$ cat config.mk
export PLATFORM = sky130hd
export DESIGN_NAME = stall_flush_sequencer
export DESIGN_NICKNAME = d
export VERILOG_FILES = /design/src/rtl/stall_flush_sequencer.sv
export SDC_FILE = /design/constraint.sdc
export NUM_CORES = 1
export LEC_CHECK = 0
export CORE_AREA = 2 2 39 41
export DETAILED_ROUTE_END_ITERATION = 8
export DIE_AREA = 0 0 41 43
export PLACE_DENSITY = 0.41
export SYNTH_ARGS = -nofsm -noshare
export SYNTH_HDL_FRONTEND = slang
export SYNTH_SLANG_ARGS = --single-unit
$ cat constraint.sdc
create_clock -name clk -period 1.25 [get_ports clk]
set_clock_uncertainty 0.05 [all_clocks]
set_input_delay 0.25 -clock clk [delete_from_list [all_inputs] [get_ports clk]]
set_output_delay 0.25 -clock clk [all_outputs]
set_load 0.05 [all_outputs]
$ cat src/rtl/stall_flush_sequencer.sv
// Stall/flush sequencer: stretches single-cycle hazard and branch requests into multi-cycle
// pipeline control sequences. Optional performance counters are enabled with STALL_PERF_EN.
module stall_flush_sequencer #(
  parameter int CNT_W        = 2,
  parameter int FLUSH_CYCLES = 1
) (
  input  logic             clk,
  input  logic             rst,
  input  logic             stall_req,
  input  logic [CNT_W-1:0] stall_cycles,
  input  logic             branch_taken,
  output logic             pc_write,
  output logic             ifid_write,
  output logic             ifid_flush,
  output logic             idex_bubble,
`ifdef STALL_PERF_EN
  output logic [31:0]      perf_stall_cnt,
  output logic [31:0]      perf_flush_cnt,
`endif
  output logic             busy
);

  localparam logic [1:0] S_RUN   = 2'd0;
  localparam logic [1:0] S_STALL = 2'd1;
  localparam logic [1:0] S_FLUSH = 2'd2;

  localparam logic [CNT_W-1:0] FLUSH_REM = CNT_W'(FLUSH_CYCLES - 1);
  localparam logic [CNT_W-1:0] ONE       = CNT_W'(1);

  logic [1:0]       state_q, state_d;
  logic [CNT_W-1:0] rem_q, rem_d;
  logic [CNT_W-1:0] stall_len;
  logic             pc_write_d, ifid_write_d, ifid_flush_d, idex_bubble_d;

  // A requested length of zero behaves as a single-cycle stall.
  assign stall_len = (stall_cycles == '0) ? ONE : stall_cycles;

  always_comb begin
    state_d       = state_q;
    rem_d         = rem_q;
    pc_write_d    = 1'b1;
    ifid_write_d  = 1'b1;
    ifid_flush_d  = 1'b0;
    idex_bubble_d = 1'b0;
    case (state_q)
      S_RUN: begin
        if (stall_req) begin
          pc_write_d    = 1'b0;
          ifid_write_d  = 1'b0;
          idex_bubble_d = 1'b1;
          if (stall_len > ONE) begin
            state_d = S_STALL;
            rem_d   = stall_len - ONE;
          end
        end else if (branch_taken) begin
          ifid_flush_d = 1'b1;
          if (FLUSH_CYCLES > 1) begin
            state_d = S_FLUSH;
            rem_d   = FLUSH_REM;
          end
        end
      end
      S_STALL: begin
        pc_write_d    = 1'b0;
        ifid_write_d  = 1'b0;
        idex_bubble_d = 1'b1;
        // rem==0 here is illegal; treating it like the last cycle returns to RUN.
        if (rem_q <= ONE) begin
          state_d = S_RUN;
          rem_d   = '0;
        end else begin
          rem_d = rem_q - ONE;
        end
      end
      S_FLUSH: begin
        ifid_flush_d = 1'b1;
        if (rem_q <= ONE) begin
          state_d = S_RUN;
          rem_d   = '0;
        end else begin
          rem_d = rem_q - ONE;
        end
      end
      default: begin
        state_d = S_RUN;
        rem_d   = '0;
      end
    endcase
  end

  always_ff @(posedge clk or posedge rst) begin
    if (rst) begin
      state_q <= S_RUN;
      rem_q   <= '0;
    end else begin
      state_q <= state_d;
      rem_q   <= rem_d;
    end
  end

  // Reset forces the safe control pattern combinationally so an abort takes effect at once.
  assign pc_write    = rst ? 1'b0 : pc_write_d;
  assign ifid_write  = rst ? 1'b0 : ifid_write_d;
  assign ifid_flush  = rst ? 1'b1 : ifid_flush_d;
  assign idex_bubble = rst ? 1'b1 : idex_bubble_d;
  assign busy        = !rst && (state_q != S_RUN);

`ifdef STALL_PERF_EN
  logic [31:0] perf_stall_q, perf_flush_q;

  always_ff @(posedge clk or posedge rst) begin
    if (rst) begin
      perf_stall_q <= '0;
      perf_flush_q <= '0;
    end else begin
      if (idex_bubble && (perf_stall_q != 32'hFFFF_FFFF)) perf_stall_q <= perf_stall_q + 32'd1;
      if (ifid_flush && (perf_flush_q != 32'hFFFF_FFFF)) perf_flush_q <= perf_flush_q + 32'd1;
    end
  end

  assign perf_stall_cnt = perf_stall_q;
  assign perf_flush_cnt = perf_flush_q;
`endif

endmodule

; Word-level counts from Yosys, hierarchy flattened
; Cells that the tools add are included.
[word_totals]
reg_bits = 4
latchBits = 0
ram_bits = 0
romBits = 0
inputBits = 6
out_inout_bits = 5
wordCells = 38
mem_count = 0
[op_classes]
n_addsub = 2
multipliers = 0
div_mod_pow = 0
magnitude_cmp = 2
n_eq_ne = 5
shifts = 0
mux = 19
bitwise_logic = 0
n_reduce_logical = 8
[op_table]
columns = cell, n
row1 = 2-bit two-way mux, 7
row2 = 2-bit one-hot mux with 2 select lines, 2
row3 = 1-bit two-way mux, 7
row4 = 1-bit one-hot mux with 2 select lines, 3
row5 = 2-bit zero test, 2
row6 = 2-bit != test (second input constant), 2
row7 = 2-bit by 1-bit subtractor with 2-bit output (second input constant), 2
row8 = 3-bit AND reduction, 1
row9 = 2-bit by 1-bit equality test with 1-bit output (second input constant), 1
row10 = 2-bit equality test (second input constant), 1
row11 = 2-bit by 1-bit greater-than comparator with 1-bit output (second input constant), 1
row12 = 2-bit by 1-bit <= comparator with 1-bit output (second input constant), 1
row13 = 2-bit by 1-bit != test with 1-bit output (second input constant), 1
row14 = 2-bit AND reduction, 1
row15 = 2-bit nonzero test, 1
row16 = 2-bit OR reduction, 1
row17 = 1-bit logical AND, 1
row18 = 1-bit zero test, 1

; Logic depth before layout (Yosys ltp)
; Gate-level depths: netlist of run 1.
[logic_depth]
ltp_word = 6
ltp_mapped = 3
depth_no_buf = 2

; Least setup slack after synthesis of run 1
; No wires, ideal clock.
[synth_timing]
kind = flip-flop to output port
from = register state_q[0]
to = output port idex_bubble
arrival_ps = 2274
t_required_ps = 950
slack_ps = -1324
path_stages_with_launch = 4
path_cell_list = dfrtp_1 > buf_4 > nor3_1 > inv_1
[synth_via]
elab_chain_len = 3
elab_cells_between_ends = 4
[synth_lines]
columns = item, line_no
row1 = "start, declared", 30  ; logic [1:0] state_q, state_d;
row2 = "start signal, assigned", 96  ; state_q <= state_d;
row3 = 2-bit by 1-bit equality test with 1-bit output / 2-bit zero test (equally long branches), 45  ; case (state_q)
row4 = 1-bit one-hot mux with 2 select lines *, 45
row5 = 1-bit two-way mux *, 105  ; assign idex_bubble = rst ? 1'b1 : idex_bubble_d;
row6 = "end, declared", 15  ; output logic idex_bubble,
; Mark *: on every way between the ends. The rest lies on a longest branch, timed or not.

; Worst setup path in the final report of run 1
[layout_timing]
from = register state_q[0]
to = output port pc_write
[layout_via]
elab_chain_len = 3
elab_cells_between_ends = 4
[layout_lines]
columns = item, line_no
row1 = 2-bit by 1-bit equality test with 1-bit output / 2-bit zero test (equally long branches), 45
row2 = 1-bit one-hot mux with 2 select lines *, 45
row3 = 1-bit two-way mux *, 102  ; assign pc_write = rst ? 1'b0 : pc_write_d;
row4 = "end, declared", 12  ; output logic pc_write,
; Marked as above.

==> results of run 1 <==
## tightest hold or removal path: cells and delay by family
kind	cells	cell delay, ns
buffers and inverters	3	0.53
## Yosys cell counts
library cell,count,area share (%)
nor3_1,1,2.4
a21o_1,2,7.2
and4bb_1,1,6.0
nand2_1,1,1.8
nor2b_1,3,9.0
nand2b_1,1,3.0
nor2_1,1,1.8
inv_1,3,5.4
a211o_1,1,4.2
and3b_1,2,8.4
o32ai_2,1,7.8
buf_4,2,7.2
dfrtp_1,3,36
## repair_timing
action / CTS / global route
endpoints found under the hold margin: 0 / 0
pin swaps: 3 / 2
setup buffers: 1 / 0
endpoints found under the setup margin: 6 / 7
resized for setup: 4 / 7
gates cloned: 0 / 0
## state kept, by name (all words and copies together), names as in the netlist
| register | cells |
|---|---|
| state_q | 1 |
| rem_q | 2 |
## logic make-up after synthesis
family | Yosys count
AND/OR/NAND/NOR | 10
AO/OA/AOI/OAI | 4
buffers and inverters | 5
flip-flops | 3
## power groups by stage
stage          Combinational (mW)  Sequential (mW)  Clock, mW
2_1_floorplan               0.123            0.126          0
3_3_place_gp                0.207            0.135          0
3_5_place_dp                0.210            0.135          0
4_1_cts                     0.220            0.134      0.191
5_1_grt                     0.245            0.139      0.195
6_report                    0.231            0.136      0.178
## stage by stage
step | hold slack, ns | instance area [um^2]
2_1_floorplan | -0.0464 | 224
3_3_place_gp | 0.444 | 412
3_5_place_dp | 0.456 | 412
4_1_cts | 0.141 | 450
5_1_grt | 0.176 | 470
6_report | 0.157 | 470
## per-layer routing
layer / global-route usage, % / wire length, um
met1: 8.77 / 217
met2: 13.1 / 321
met3: 4.71 / 62
met4: 6.00 / 0
met5: 0 / 0
## worst paths after layout
path,to,slack [ns],cells past startpoint
max reg2reg,rem_q[0],0.02,4
min in group clk,state_q[0],0.46,1
max,pc_write,-0.20,3
min,rem_q[0],0.16,3
min reg2reg,state_q[0],0.46,1
max in group asynchronous,state_q[0],0.85,3
## area by class of cell
type | instances | area share [%]
Clock buffer | 4 | 5.59
Multi-Input combinational cell | 14 | 27.7
Tap cell | 16 | 4.26
Inverter | 3 | 2.39
Timing Repair Buffer | 17 | 43.9
Sequential cell | 3 | 16.2
==> results.ini, run 1 <==
[clock_tree]
numCtsBuffers=3
htreeDepth=1
cts_sinks=3
cts_tree=yes
cts_buffer_depth=2
clk_latency_ns=0.24
clk_pin_slew_ns=0.04
postCtsHoldBufs=0
root_buffer=clkbuf_4

[yosys]
synth_compound_area_share_pct=19.2
syn-cell-area_um2=209
syn_inst=22
syn_area_per_cell_um2=9.50
synthAdderAreaFrac_pct=0
synth_top_family_by_area=simple AND/OR/NAND/NOR gates
yosysWarnings=0
synth_seq_cells=3
yosys.area_share.simple_pct=32.3
syn_nets=28
synth_xor_area_share_pct=0
yosys.cell_types.count=13
yosysSeqAreaShare_pct=35.9
synth.mux.area_fraction_pct=0

[setup_path]
path_buf_inv=2
critPathMaxFanout=3
start_kind=flop
cp-startpoint=state_q[0]
cp.required_ns=0.95
critPathTopFamily=flip-flops
worstSetupPathType=reg2out
crit_chain=nor3_4 > buf_4 > buf_12
arrival_ns=1.15
slowest_delay_ns=0.43
worst_path_max_delay_cell=dfrtp_2
r2r-start=state_q[0]
endpoint_kind=output pin

[placement]
routabilityCongestion=0.677
post-dp-hpwl_um=472
place.port_buffers=10
placed_cells=52
place_ws_ns=-0.298

[finish]
final_cells=57
fill_cells=145
postLayoutCoreUtil_pct=34.0
fin_nets=48
insertedDiodeCount=0
area_growth_pct=125
multi_input_area_um2=130
drive_gt1_share_pct=53.7
layout.area.seq_um2=76.3
final_cell_mix=4 x buf_12, 4 x buf_4, 3 x clkbuf_4, 3 x clkdlybuf4s50_1, 3 x buf_6

[floorplanning]
io-pin-count=11
start_util_pct=15.1
die_w_um=41
placementRows=14
coreArea_um2=1380
dieArea_um2=1760
fp.dieH_um=43

[power]
power_frac_comb_pct=42.4
swShare_pct=32.7
netSwitchingPower_mw=0.178
finalPower_mw=0.545
leakagePower_nw=0.234
seqPwrFrac_pct=24.9
clockPowerShare_pct=32.7
max-vdd-ir-drop_uv=387
intPower_mw=0.367
powerDensity_nw_per_um2=1160

[global_routing]
grt_max_degree=8
overflow=0
first_global_vias=252
grt_pass1_wl_mm=1.01
grt_usage_pct=8.76
antenna_found_initial=0

[routing]
wl_per_cell_um=10.6
post-route-drc-count=0
vias=220
viasPerCell=3.86
drt-total-wl_um=602
final_antenna_net_count=0
dr.pass1.iters=2
drt_iter0_drc=3

[timing]
fin_crit_ns=1.45
tightest_slew_ns=0.214
worst_slew_margin_rel_pct=85.7
fin_crit_sh_pct=116
finalSetupViolations=5
rsz0062_at_grt=true
hold_viol=0
setup_ws_ns=-0.200
slew_viol_final=0
setup_tns_ns=-0.701
clock.fmax_mhz=690

[status]
violations=negative setup slack
status=finished with violations

[run]
max-cap-violations=0

[hold_path]
hp-class=in2async

Power figures use the tool's default switching activity.
==> run 2: changes to the inputs <==
Settings changed: CTS_BUF_LIST from default to sky130_fd_sc_hd__clkbuf_16.
==> results.ini, run 2 (synthesized netlist as in run 1, its figures left out) <==
[setup_path]
crit_chain=nor3_4 > buf_4 > buf_12
worstSetupPathType=reg2out
worst_path_max_delay_cell=dfrtp_2
start_kind=flop
slowest_delay_ns=0.43  ; about the same
cp.required_ns=0.95  ; about the same
endpoint_kind=output pin
critPathMaxFanout=3  ; unchanged
arrival_ns=1.14  ; about the same

[clock_tree]
numCtsBuffers=3  ; unchanged
clk_pin_slew_ns=0.03  ; about the same
cts_sinks=3  ; unchanged
cts_tree=yes
cts_buffer_depth=2  ; unchanged
clk_latency_ns=0.22  ; -0.02 ns
htreeDepth=1  ; unchanged
root_buffer=clkbuf_16

[timing]
holdWs_ns=0.129  ; -0.0278 ns
setup_tns_ns=-0.641  ; +0.0602 ns
setup_ws_ns=-0.187  ; +0.0130 ns
worst_slew_margin_rel_pct=85.7  ; about the same
clock.fmax_mhz=696  ; +0.91%
hold_viol=0  ; unchanged
slew_viol_final=0  ; unchanged
rsz0062_at_grt=true
fin_crit_ns=1.44  ; -0.0130 ns
finalSetupViolations=4  ; -1
tightest_slew_ns=0.214  ; -0.000127 ns
fin_crit_sh_pct=115  ; -1.0 points

[power]
powerDensity_nw_per_um2=1670  ; +44%
max-vdd-ir-drop_uv=475  ; +23%
leakagePower_nw=0.260  ; +11%
finalPower_mw=0.875  ; +61%

[finish]
insertedDiodeCount=0  ; unchanged
regMostFlops=rem_q
fin_area_um2=524  ; +11%
top_regs=rem_q x2, state_q x1
fin_nets=48  ; unchanged
fill_cells=141  ; -2.8%
largest_reg_flops=2  ; unchanged
postLayoutCoreUtil_pct=37.9  ; +3.9 points
final_cells=57  ; unchanged
area_growth_pct=151
final_cell_mix=4 x buf_12, 4 x buf_4
drive_gt1_share_pct=53.7  ; unchanged

[placement]
placed_area_um2=412  ; unchanged
routabilityCongestion=0.677  ; unchanged
place.port_buffers=10  ; unchanged
placed_cells=52  ; unchanged
post-dp-hpwl_um=472  ; unchanged
place_ws_ns=-0.298  ; unchanged

[status]
violations=negative setup slack
status=finished with violations

[floorplanning]
fp.dieH_um=43  ; unchanged
coreArea_um2=1380  ; unchanged
start_util_pct=15.1  ; unchanged
io-pin-count=11  ; unchanged
dieArea_um2=1760  ; unchanged
die_w_um=41  ; unchanged
placementRows=14  ; unchanged

[global_routing]
grt_pass1_wl_mm=1.05  ; +4.1%
gr-usage-met3_pct=6.28  ; +1.6 points
first_global_vias=258  ; +2.4%
grt_usage_pct=9.57  ; +0.81 points
use_met1_pct=9.09  ; +0.32 points
antenna_found_initial=0  ; unchanged
grt_max_degree=8  ; unchanged
grt.met2_usage_pct=13.4  ; +0.31 points
grt.busiest_layer=met2
overflow=0  ; unchanged

[routing]
vias=225  ; +2.3%
post-route-drc-count=0  ; unchanged
drt-total-wl_um=621  ; +3.2%
drt_iter0_drc=3  ; unchanged
final_antenna_net_count=0  ; unchanged
dr.pass1.iters=2  ; unchanged
viasPerCell=3.95  ; +2.3%
wl_per_cell_um=10.9  ; +3.2%

[hold_path]
hp-class=in2async

[run]
max-cap-violations=0  ; unchanged

run 2: metal layers:
metal / share of wire, % / vias up
li1: - / 113
met1: 33 / 97
met2: 50 / 13
met3: 14 / 2
met4: 2.3 / 0
met5: 0 / -
run 2: final cells by class:
type                            instances  area (um^2)  share of cell area, %
Clock buffer                            3         75.1                   14.3
Clock inverter                          1         3.75                  0.716
Inverter                                3         11.3                   2.15
Multi-Input combinational cell         14          130                   24.8
Sequential cell                         3         76.3                   14.6
Tap cell                               16         20.0                   3.82
Timing Repair Buffer                   17          208                   39.6
run 2: repair_timing:
item | in CTS | in global routing
buffers inserted | 1 | 0
setup endpoints to repair | 7 | 7
hold buffers | 0 | 0
gates resized for setup | 4 | 8
pin swaps | 3 | 2
run 2: where the power goes:
group / switching [mW] / total (mW) / internal (mW)
sequential: 0.0178 / 0.136 / 0.118
combinational: 0.102 / 0.231 / 0.129
clock: 0.0952 / 0.508 / 0.413
total: 0.215 / 0.875 / 0.660
run 2: final timing paths:
path	depth (start not counted)	endpoint	slack, ns	startpoint
max	3	pc_write	-0.19	state_q[0]
min in group clk	1	state_q[0]	0.46	rem_q[1]
max reg2reg	4	rem_q[0]	0.02	state_q[0]
min	3	rem_q[0]	0.13	rst
max in group asynchronous	3	state_q[0]	0.88	rst
min reg2reg	1	state_q[0]	0.46	rem_q[1]
run 2: critical path, delay by kind of cell, from the launching register on:
family        cells  cell delay (ns)
buf+inv           2             0.29
flops             1             0.43
simple gates      1             0.19
